===== config.mk =====
export PLATFORM = sky130hd
export DESIGN_NAME = seven_seg_scan_driver
export DESIGN_NICKNAME = d
export VERILOG_FILES = /design/src/rtl/seven_seg_pkg.sv /design/src/rtl/seg7_hex_lut.sv /design/src/rtl/seven_seg_scan_driver.sv
export SDC_FILE = /design/constraint.sdc
export NUM_CORES = 1
export LEC_CHECK = 0
export ABC_AREA = 1
export ABC_CLOCK_PERIOD_IN_PS = 9100
export CAP_MARGIN = 25
export CORE_MARGIN = 4
export CORE_UTILIZATION = 45
export DETAILED_ROUTE_END_ITERATION = 8
export GPL_TIMING_DRIVEN = 1
export MAX_ROUTING_LAYER = met4
export PLACE_DENSITY = 0.66
export SYNTH_ARGS = -nofsm -noshare
export SYNTH_HDL_FRONTEND = slang
export SYNTH_SLANG_ARGS = --single-unit

===== constraint.sdc =====
create_clock -name clk -period 9.1 [get_ports clk]
set_clock_uncertainty 0.05 [all_clocks]
set_input_delay 1.365 -clock clk [delete_from_list [all_inputs] [get_ports clk]]
set_output_delay 1.365 -clock clk [all_outputs]
set_load 0.05 [all_outputs]

===== src/rtl/seven_seg_pkg.sv =====
// Shared definitions for the seven-segment scan driver: segment codes,
// the segment-vector type and the index-width helper.
package seven_seg_pkg;

  typedef logic [6:0] seg7_t;

  // Active-high codes, bit0 = a .. bit6 = g, for hex digits 0..F.
  localparam seg7_t SEG_CODES [0:15] = '{
    7'h3F, 7'h06, 7'h5B, 7'h4F, 7'h66, 7'h6D, 7'h7D, 7'h07,
    7'h7F, 7'h6F, 7'h77, 7'h7C, 7'h39, 7'h5E, 7'h79, 7'h71
  };

  function automatic int idx_width(input int n);
    int w;
    w = 1;
    while ((32'sd1 <<< w) < n) begin
      w = w + 1;
    end
    return w;
  endfunction

endpackage


===== src/rtl/seg7_hex_lut.sv =====
// Combinational hex-nibble to active-high seven-segment decoder.
module seg7_hex_lut
  import seven_seg_pkg::*;
(
  input  logic [3:0] nibble,
  output seg7_t      seg
);

  assign seg = SEG_CODES[nibble];

endmodule


===== src/rtl/seven_seg_scan_driver.sv =====
// Multiplexed seven-segment scanner with double-buffered display data so that
// every frame shows one consistent value.
module seven_seg_scan_driver
  import seven_seg_pkg::*;
#(
  parameter int NUM_DIGITS  = 8,
  parameter int REFRESH_DIV = 100000,
  parameter bit ACTIVE_LOW  = 1'b1
) (
  input  logic                    clk,
  input  logic                    reset,
  input  logic                    load,
  input  logic [4*NUM_DIGITS-1:0] value,
  input  logic [NUM_DIGITS-1:0]   dp_in,
  input  logic [NUM_DIGITS-1:0]   digit_en,
  input  logic                    lz_blank,
  output logic [NUM_DIGITS-1:0]   an,
  output logic [6:0]              seg,
  output logic                    dp,
  output logic                    frame_tick
);

  localparam int IW = idx_width(NUM_DIGITS);
  localparam int PW = idx_width(REFRESH_DIV);
  localparam logic [PW-1:0] PRESC_LAST = PW'(REFRESH_DIV - 1);
  localparam logic [PW-1:0] PRESC_PRE  = PW'(REFRESH_DIV - 2);
  localparam logic [IW-1:0] IDX_LAST   = IW'(NUM_DIGITS - 1);
  localparam logic [NUM_DIGITS-1:0] ONE_HOT = {{(NUM_DIGITS-1){1'b0}}, 1'b1};
  localparam logic [NUM_DIGITS-1:0] AN_POL  = {NUM_DIGITS{ACTIVE_LOW}};
  localparam logic [6:0]            SEG_POL = {7{ACTIVE_LOW}};

  logic [PW-1:0]           presc_r;
  logic [IW-1:0]           idx_r;
  logic                    tick_r;
  logic [4*NUM_DIGITS-1:0] pend_val_r, act_val_r;
  logic [NUM_DIGITS-1:0]   pend_dp_r, act_dp_r, pend_en_r, act_en_r;
  logic [NUM_DIGITS-1:0]   an_r;
  logic [6:0]              seg_r;
  logic                    dp_r;

  logic                    tc_s, wrap_s, pre_wrap_s, blank_s, zero_run_s, dp_s;
  logic [NUM_DIGITS-1:0]   upper_zero_s, an_s;
  logic [3:0]              nibble_s;
  seg7_t                   code_s, seg_s;

  assign tc_s       = (presc_r == PRESC_LAST);
  assign wrap_s     = tc_s && (idx_r == IDX_LAST);
  // One cycle ahead of the wrap, so the registered tick lines up with it.
  assign pre_wrap_s = (presc_r == PRESC_PRE) && (idx_r == IDX_LAST);

  // Prescaler, digit index and frame tick.
  always_ff @(posedge clk or posedge reset) begin
    if (reset) begin
      presc_r <= '0;
      idx_r   <= '0;
      tick_r  <= 1'b0;
    end else begin
      tick_r <= pre_wrap_s;
      if (tc_s) begin
        presc_r <= '0;
        idx_r   <= wrap_s ? '0 : idx_r + 1'b1;
      end else begin
        presc_r <= presc_r + 1'b1;
      end
    end
  end

  // Pending capture on load; active update only at the frame boundary.
  always_ff @(posedge clk or posedge reset) begin
    if (reset) begin
      pend_val_r <= '0;
      pend_dp_r  <= '0;
      pend_en_r  <= '0;
      act_val_r  <= '0;
      act_dp_r   <= '0;
      act_en_r   <= '0;
    end else begin
      if (load) begin
        pend_val_r <= value;
        pend_dp_r  <= dp_in;
        pend_en_r  <= digit_en;
      end
      if (wrap_s) begin
        act_val_r <= load ? value    : pend_val_r;
        act_dp_r  <= load ? dp_in    : pend_dp_r;
        act_en_r  <= load ? digit_en : pend_en_r;
      end
    end
  end

  // upper_zero_s[k]: every active nibble from the top down to k is zero.
  always_comb begin
    zero_run_s   = 1'b1;
    upper_zero_s = '0;
    for (int k = NUM_DIGITS - 1; k >= 0; k--) begin
      zero_run_s      = zero_run_s & (act_val_r[4*k +: 4] == 4'h0);
      upper_zero_s[k] = zero_run_s;
    end
  end

  assign nibble_s = act_val_r[{idx_r, 2'b00} +: 4];
  assign blank_s  = ~act_en_r[idx_r] |
                    (lz_blank & (idx_r != '0) & upper_zero_s[idx_r]);

  seg7_hex_lut u_lut (
    .nibble (nibble_s),
    .seg    (code_s)
  );

  // Active-high view of the current digit, forced dark when blanked.
  always_comb begin
    if (blank_s) begin
      an_s  = '0;
      seg_s = '0;
      dp_s  = 1'b0;
    end else begin
      an_s  = ONE_HOT << idx_r;
      seg_s = code_s;
      dp_s  = act_dp_r[idx_r];
    end
  end

  // Output registers; polarity applied only here.
  always_ff @(posedge clk or posedge reset) begin
    if (reset) begin
      an_r  <= AN_POL;
      seg_r <= SEG_POL;
      dp_r  <= ACTIVE_LOW;
    end else begin
      an_r  <= an_s ^ AN_POL;
      seg_r <= seg_s ^ SEG_POL;
      dp_r  <= dp_s ^ ACTIVE_LOW;
    end
  end

  assign an         = an_r;
  assign seg        = seg_r;
  assign dp         = dp_r;
  assign frame_tick = tick_r;

endmodule


## Word-level counts from Yosys, hierarchy flattened

Memories as Yosys holds them, arrays and structs flattened.
Cells that the tools add are included.

- Memories kept: 1
- Flip-flop bits (word level): 133
- Bits of input ports: 52
- Output and inout bits: 17
- Bits in read-only memories: 112
- Logic and storage cells: 64

- Multiplexer cells: 16
- $lt $le $gt $ge: 2
- Shifts and indexed selects: 2
- Bitwise operators: 15
- Add/sub/neg operators: 2
- Equality and inequality tests: 3
- Reductions and logical operators: 11

Memories:

| memory | depth | width | read ports | clocked after memory_dff | write ports | line | text |
|---|---|---|---|---|---|---|---|
| (no name shown) | 16 | 7 | 1 | 0 | 0 | seg7_hex_lut.sv:9 | `assign seg = SEG_CODES[nibble];` |

Operators with widths:

| cell | number |
|---|---|
| $eq A17 B17 Y1 const B | 2 |
| $logic_not A4 Y1 | 8 |
| $mux W32 | 1 |
| $shiftx A32 B6 Y4 | 1 |
| $mux W8 | 3 |
| $mux W7 | 3 |
| $add A17 B1 Y17 const B | 1 |
| $mux W17 | 1 |
| $and A1 B1 Y1 | 9 |
| $bmux W1 S3 | 3 |
| $not A8 Y8 | 1 |
| $shl A1 B3 Y8 const A | 1 |
| $not A7 Y7 | 1 |
| $ge A5 B5 Y1 const B | 1 |
| $not A4 Y5 | 1 |
| $lt A3 B4 Y1 const B | 1 |
| $mux W1 | 4 |
| $add A3 B1 Y3 const B | 1 |
| $eq A3 B3 Y1 const B | 1 |
| $mux W3 | 1 |
| $reduce_bool A3 Y1 | 1 |
| $logic_and A1 B1 Y1 | 2 |
| $not A1 Y1 | 2 |
| $or A1 B1 Y1 | 1 |

## Depth between registers and ports, before layout

- Word-level depth: 14
- Gate-level depth with buffers: 14
- Mapped depth without buffers: 13

## Hierarchy

Synthesis repeated with hierarchy kept, for this count alone.

- Cell total of the unflattened synthesis: 662
- Area, all modules: 6187.2 sq um

Modules (own cells, without submodules):

| module | sequential area each (sq um) | area each (sq um) | instances | cells each |
|---|---|---|---|---|
| seven_seg_scan_driver | 3348.2 | 5916.9 | 1 | 610 |
| seg7_hex_lut | 0.0 | 270.3 | 1 | 52 |

## Least setup slack after synthesis

Ideal clock, no wire load.

- Path kind: input port to flip-flop
- From: in load
- To: reg act_val_r[19]
- Data required time: 8984 ps
- Cell stages on the path: 7
- Data arrival time: 2251 ps
- Path slack: 6733 ps
- Path buffers: 2
- Library setup time: 66 ps
- Cell sequence: inv_1 > clkbuf_1 > buf_1 > nand2_1 > nand2_1 > nand3_1 > nand2_1

- Word-level cells in the longest chain between the ends: 1

Ends and longest elaborated chain:

| element | line | text |
|---|---|---|
| from (decl) | seven_seg_scan_driver.sv:12 | `input logic load,` |
| $mux W32 | n/a |  |
| to (signal assigned) | seven_seg_scan_driver.sv:84 | `act_val_r <= load ? value : pend_val_r;` |
| to (decl) | seven_seg_scan_driver.sv:35 | `logic [4*NUM_DIGITS-1:0] pend_val_r, act_val_r;` |

Every way passes these cells.
A chain may end at the register's enable or synchronous reset.

## Final worst setup path

- From: reg seg_r[3], in the netlist seg[3]
- To: out seg[3]

RTL lines:

| element | line | text |
|---|---|---|
| from (decl) | seven_seg_scan_driver.sv:38 | `logic [6:0] seg_r;` |
| from (signal assigned) | seven_seg_scan_driver.sv:131 | `seg_r <= seg_s ^ SEG_POL;` |
| to (decl) | seven_seg_scan_driver.sv:18 | `output logic [6:0] seg,` |

No word-level cell between the ends.

==> summary.md <==
| Metric | Value |
|---|---|
| Status | `finished clean` |
| RSZ-0062 raised after global routing | `false` |
| Max-capacitance violation count | `0` |
| Crit path max-delay cell type | `clkdlybuf4s50_1` |
| Die Span X | `126 um` |
| Reg area | `0.00335 mm2` |
| Multi-input logic area | `0.00255 mm2` |
| Dominant cell type by area after synthesis | `dfrtp_1` |
| Setup_tns | `0 ns` |
| Most frequent cell after synthesis | `nand2_1` |
| Die Y | `126 um` |
| Cts repair resizes | `0` |
| Crit. End Element | `output port` |
| CTS HTree Levels | `4` |
| Post-Route WL | `13,200 um` |
| Netlist Area Pre-Place | `0.00629 mm2` |
| Detailed Routing Iterations Pass 1 | `4` |
| Synth top cells by count | `nand2_1, dfrtp_1, nand3_1, inv_1, nor2_1` |
| Worst EP required | `7.69 ns` |
| Final period util | `0.346` |
| Diode count | `0` |
| Cell count after synthesis | `789` |
| Worst Path Buf+Inv | `1` |
| CTS tree | `built` |
| CP max stage delay | `0.79 ns` |
| Starting Density | `0.467` |
| First-pass GRT wire length | `23,100 um` |
| Startpoint Class | `flip-flop` |
| Mapped Nets | `855` |
| Nets | `911` |
| Post-synthesis sequential area ratio | `0.533` |
| Yosys top cell area share | `0.466` |
| Share of layout cells above drive strength 1 | `0.0782` |
| CTS hold repair buffers | `0` |
| Final Hold Vio Count | `0` |
| Grt total ovfl | `0` |
| Top cells by area, synth | `dfrtp_1, nand2_1, nand3_1` |
| Initial DRC Count | `287` |
| Max clock buf depth | `2` |
| IO Port Bufs | `68` |
| Top Ports | `69` |
| Pin count of the biggest net entering global routing | `75` |
| DR vias | `5,027` |
| Initial antenna violation count | `0` |
| Row count | `42` |
| Die area | `0.0159 mm2` |
| Residual DRC | `0` |
| HP Class | `reg2reg` |
| Hold depth | `1` |
| Vias/cell | `4.87` |
| Setup Fix Bufs, Post-CTS | `0` |
| Number of synthesized register bits | `133` |
| Total design power | `0.00138 W` |
| Dpl hpwl | `8780 um` |
| GP Congestion | `0.850` |
| Fill count | `1,279` |
| Clock slew at reported path FFs | `0.06 ns` |
| Root Driver | `clkbuf_16` |
| R2R depth | `9` |
| Slew HR | `0.398` |
| GRT Util Overall | `0.182` |
| Clock Sinks | `133` |
| Static Leakage | `3.86 nW` |
| Post-synth EDFFs | `0` |
| Cells after DPL | `1,001` |
| Top FF cell, synth | `dfrtp_1` |
| Tmin final | `3.15 ns` |
| Finished Layout Cells | `1,033` |
| CP Cell Sequence | `clkdlybuf4s50_1` |
| Clock Latency Late Sink | `0.42 ns` |
| Routed Antenna Nets | `0` |
| WL/cell | `12.8 um` |
| F_max | `318 MHz` |
| Ys async rst share | `1.00` |
| Crit path max-delay family | `buffers and inverters` |
| Cts bufs inserted | `17` |
| Area delta synth->final | `21.8%` |
| Post-Syn Area per Cell | `7.97 um2` |
| Levels on crit path | `1` |
| Distinct cells, synth | `33` |
| Placeable Area | `0.0135 mm2` |
| CP max FO | `1` |
| PwrDens | `181 mW/mm2` |
| Crit path kind | `reg2out` |
| Worst-Margin Slew | `0.899 ns` |
| Vias in the first global route | `4,992` |
| Slew Viols, Final | `0` |
| Final core utilization | `0.569` |
| Ys Warns | `0` |
| Critical Path AT | `1.73 ns` |
| Worst vdd ir | `0.131 mV` |
| Setup violators final | `0` |
-- cell families (layout without fill, tap and decap cells) --
kind of cell,after synthesis,count (layout),synth area share
AND/OR/NAND/NOR,522,522,0.345
flip-flops,133,133,0.533
buffers and inverters,90,158,0.0621
AO/OA/AOI/OAI,23,23,0.0227
adder cells (fa/ha/maj),14,14,0.0279
XOR/XNOR,7,7,0.00975
-- per-stage QoR --
| step | area, um2 | setup WS, ns | hold slack [ns] |
|---|---|---|---|
| floorplan | 6290 | 4.16 | 0.382 |
| global placement | 7030 | 5.80 | 0.396 |
| detailed placement | 7030 | 5.75 | 0.408 |
| CTS | 7640 | 5.83 | 0.416 |
| global route | 7660 | 5.91 | 0.441 |
| finish | 7660 | 5.95 | 0.412 |
-- layout by cell type (no fill, tap or decap), drive strengths merged, types with 7 or more instances in the layout --
cell type	netlist	routed
inv	53	53
clkdlybuf4s50	0	67
dfrtp	117	117
buf	18	7
clkbuf	19	21
nand2	355	355
nor2	42	42
a21oi	10	10
nand3	108	108
o21ai	10	10
nor3	9	9
dfstp	16	16
ha	14	14
-- report_power, final --
group / leakage, nW / internal, W / total (W) / switching (W)
clock: 0.293 / 0.000461 / 0.000704 / 0.000243
combinational: 2.12 / 0.0000283 / 0.0000643 / 0.0000360
sequential: 1.45 / 0.000611 / 0.000616 / 0.00000499
-- path summary, 6_finish.rpt --
path	startpoint	end	slack (ns)
max	seg[3]	seg[3]	5.95
min	presc_r[0]	presc_r[0]	0.41
max reg2reg	presc_r[0]	act_dp_r[2]	6.54
min reg2reg	presc_r[0]	presc_r[0]	0.41
max in group asynchronous	reset	presc_r[13]	6.32
min in group asynchronous	reset	act_val_r[25]	1.44
-- sequential cells by signal, summed over array words and instances (netlist names) --
name        cells
frame_tick      1
an              8
pend_en_r       8
presc_r        17
seg             7
pend_dp_r       8
dp              1
pend_val_r     32
idx_r           3
act_en_r        8
act_dp_r        8
act_val_r      32
-- area by class of cell --
| type | count | share of cell area |
|---|---|---|
| clock buffers | 21 | 0.0588 |
| multi-input cells | 566 | 0.333 |
| inverters | 53 | 0.0263 |
| flip-flops and latches | 133 | 0.437 |
| repair buffers | 74 | 0.0958 |
| well taps | 176 | 0.0288 |
| clock inverters | 10 | 0.0203 |
-- layer usage --
| layer | vias to the layer above | GRT usage | wire length [um] |
|---|---|---|---|
| met1 | 2335 | 0.229 | 6170 |
| met4 | 0 | 0.0650 | 175 |
| met2 | 93 | 0.291 | 6270 |
| li1 | 2584 | - | - |
| met5 | - | - | 0 |
| met3 | 15 | 0.0406 | 566 |
Note: power is estimated with default switching activity, not from simulation.
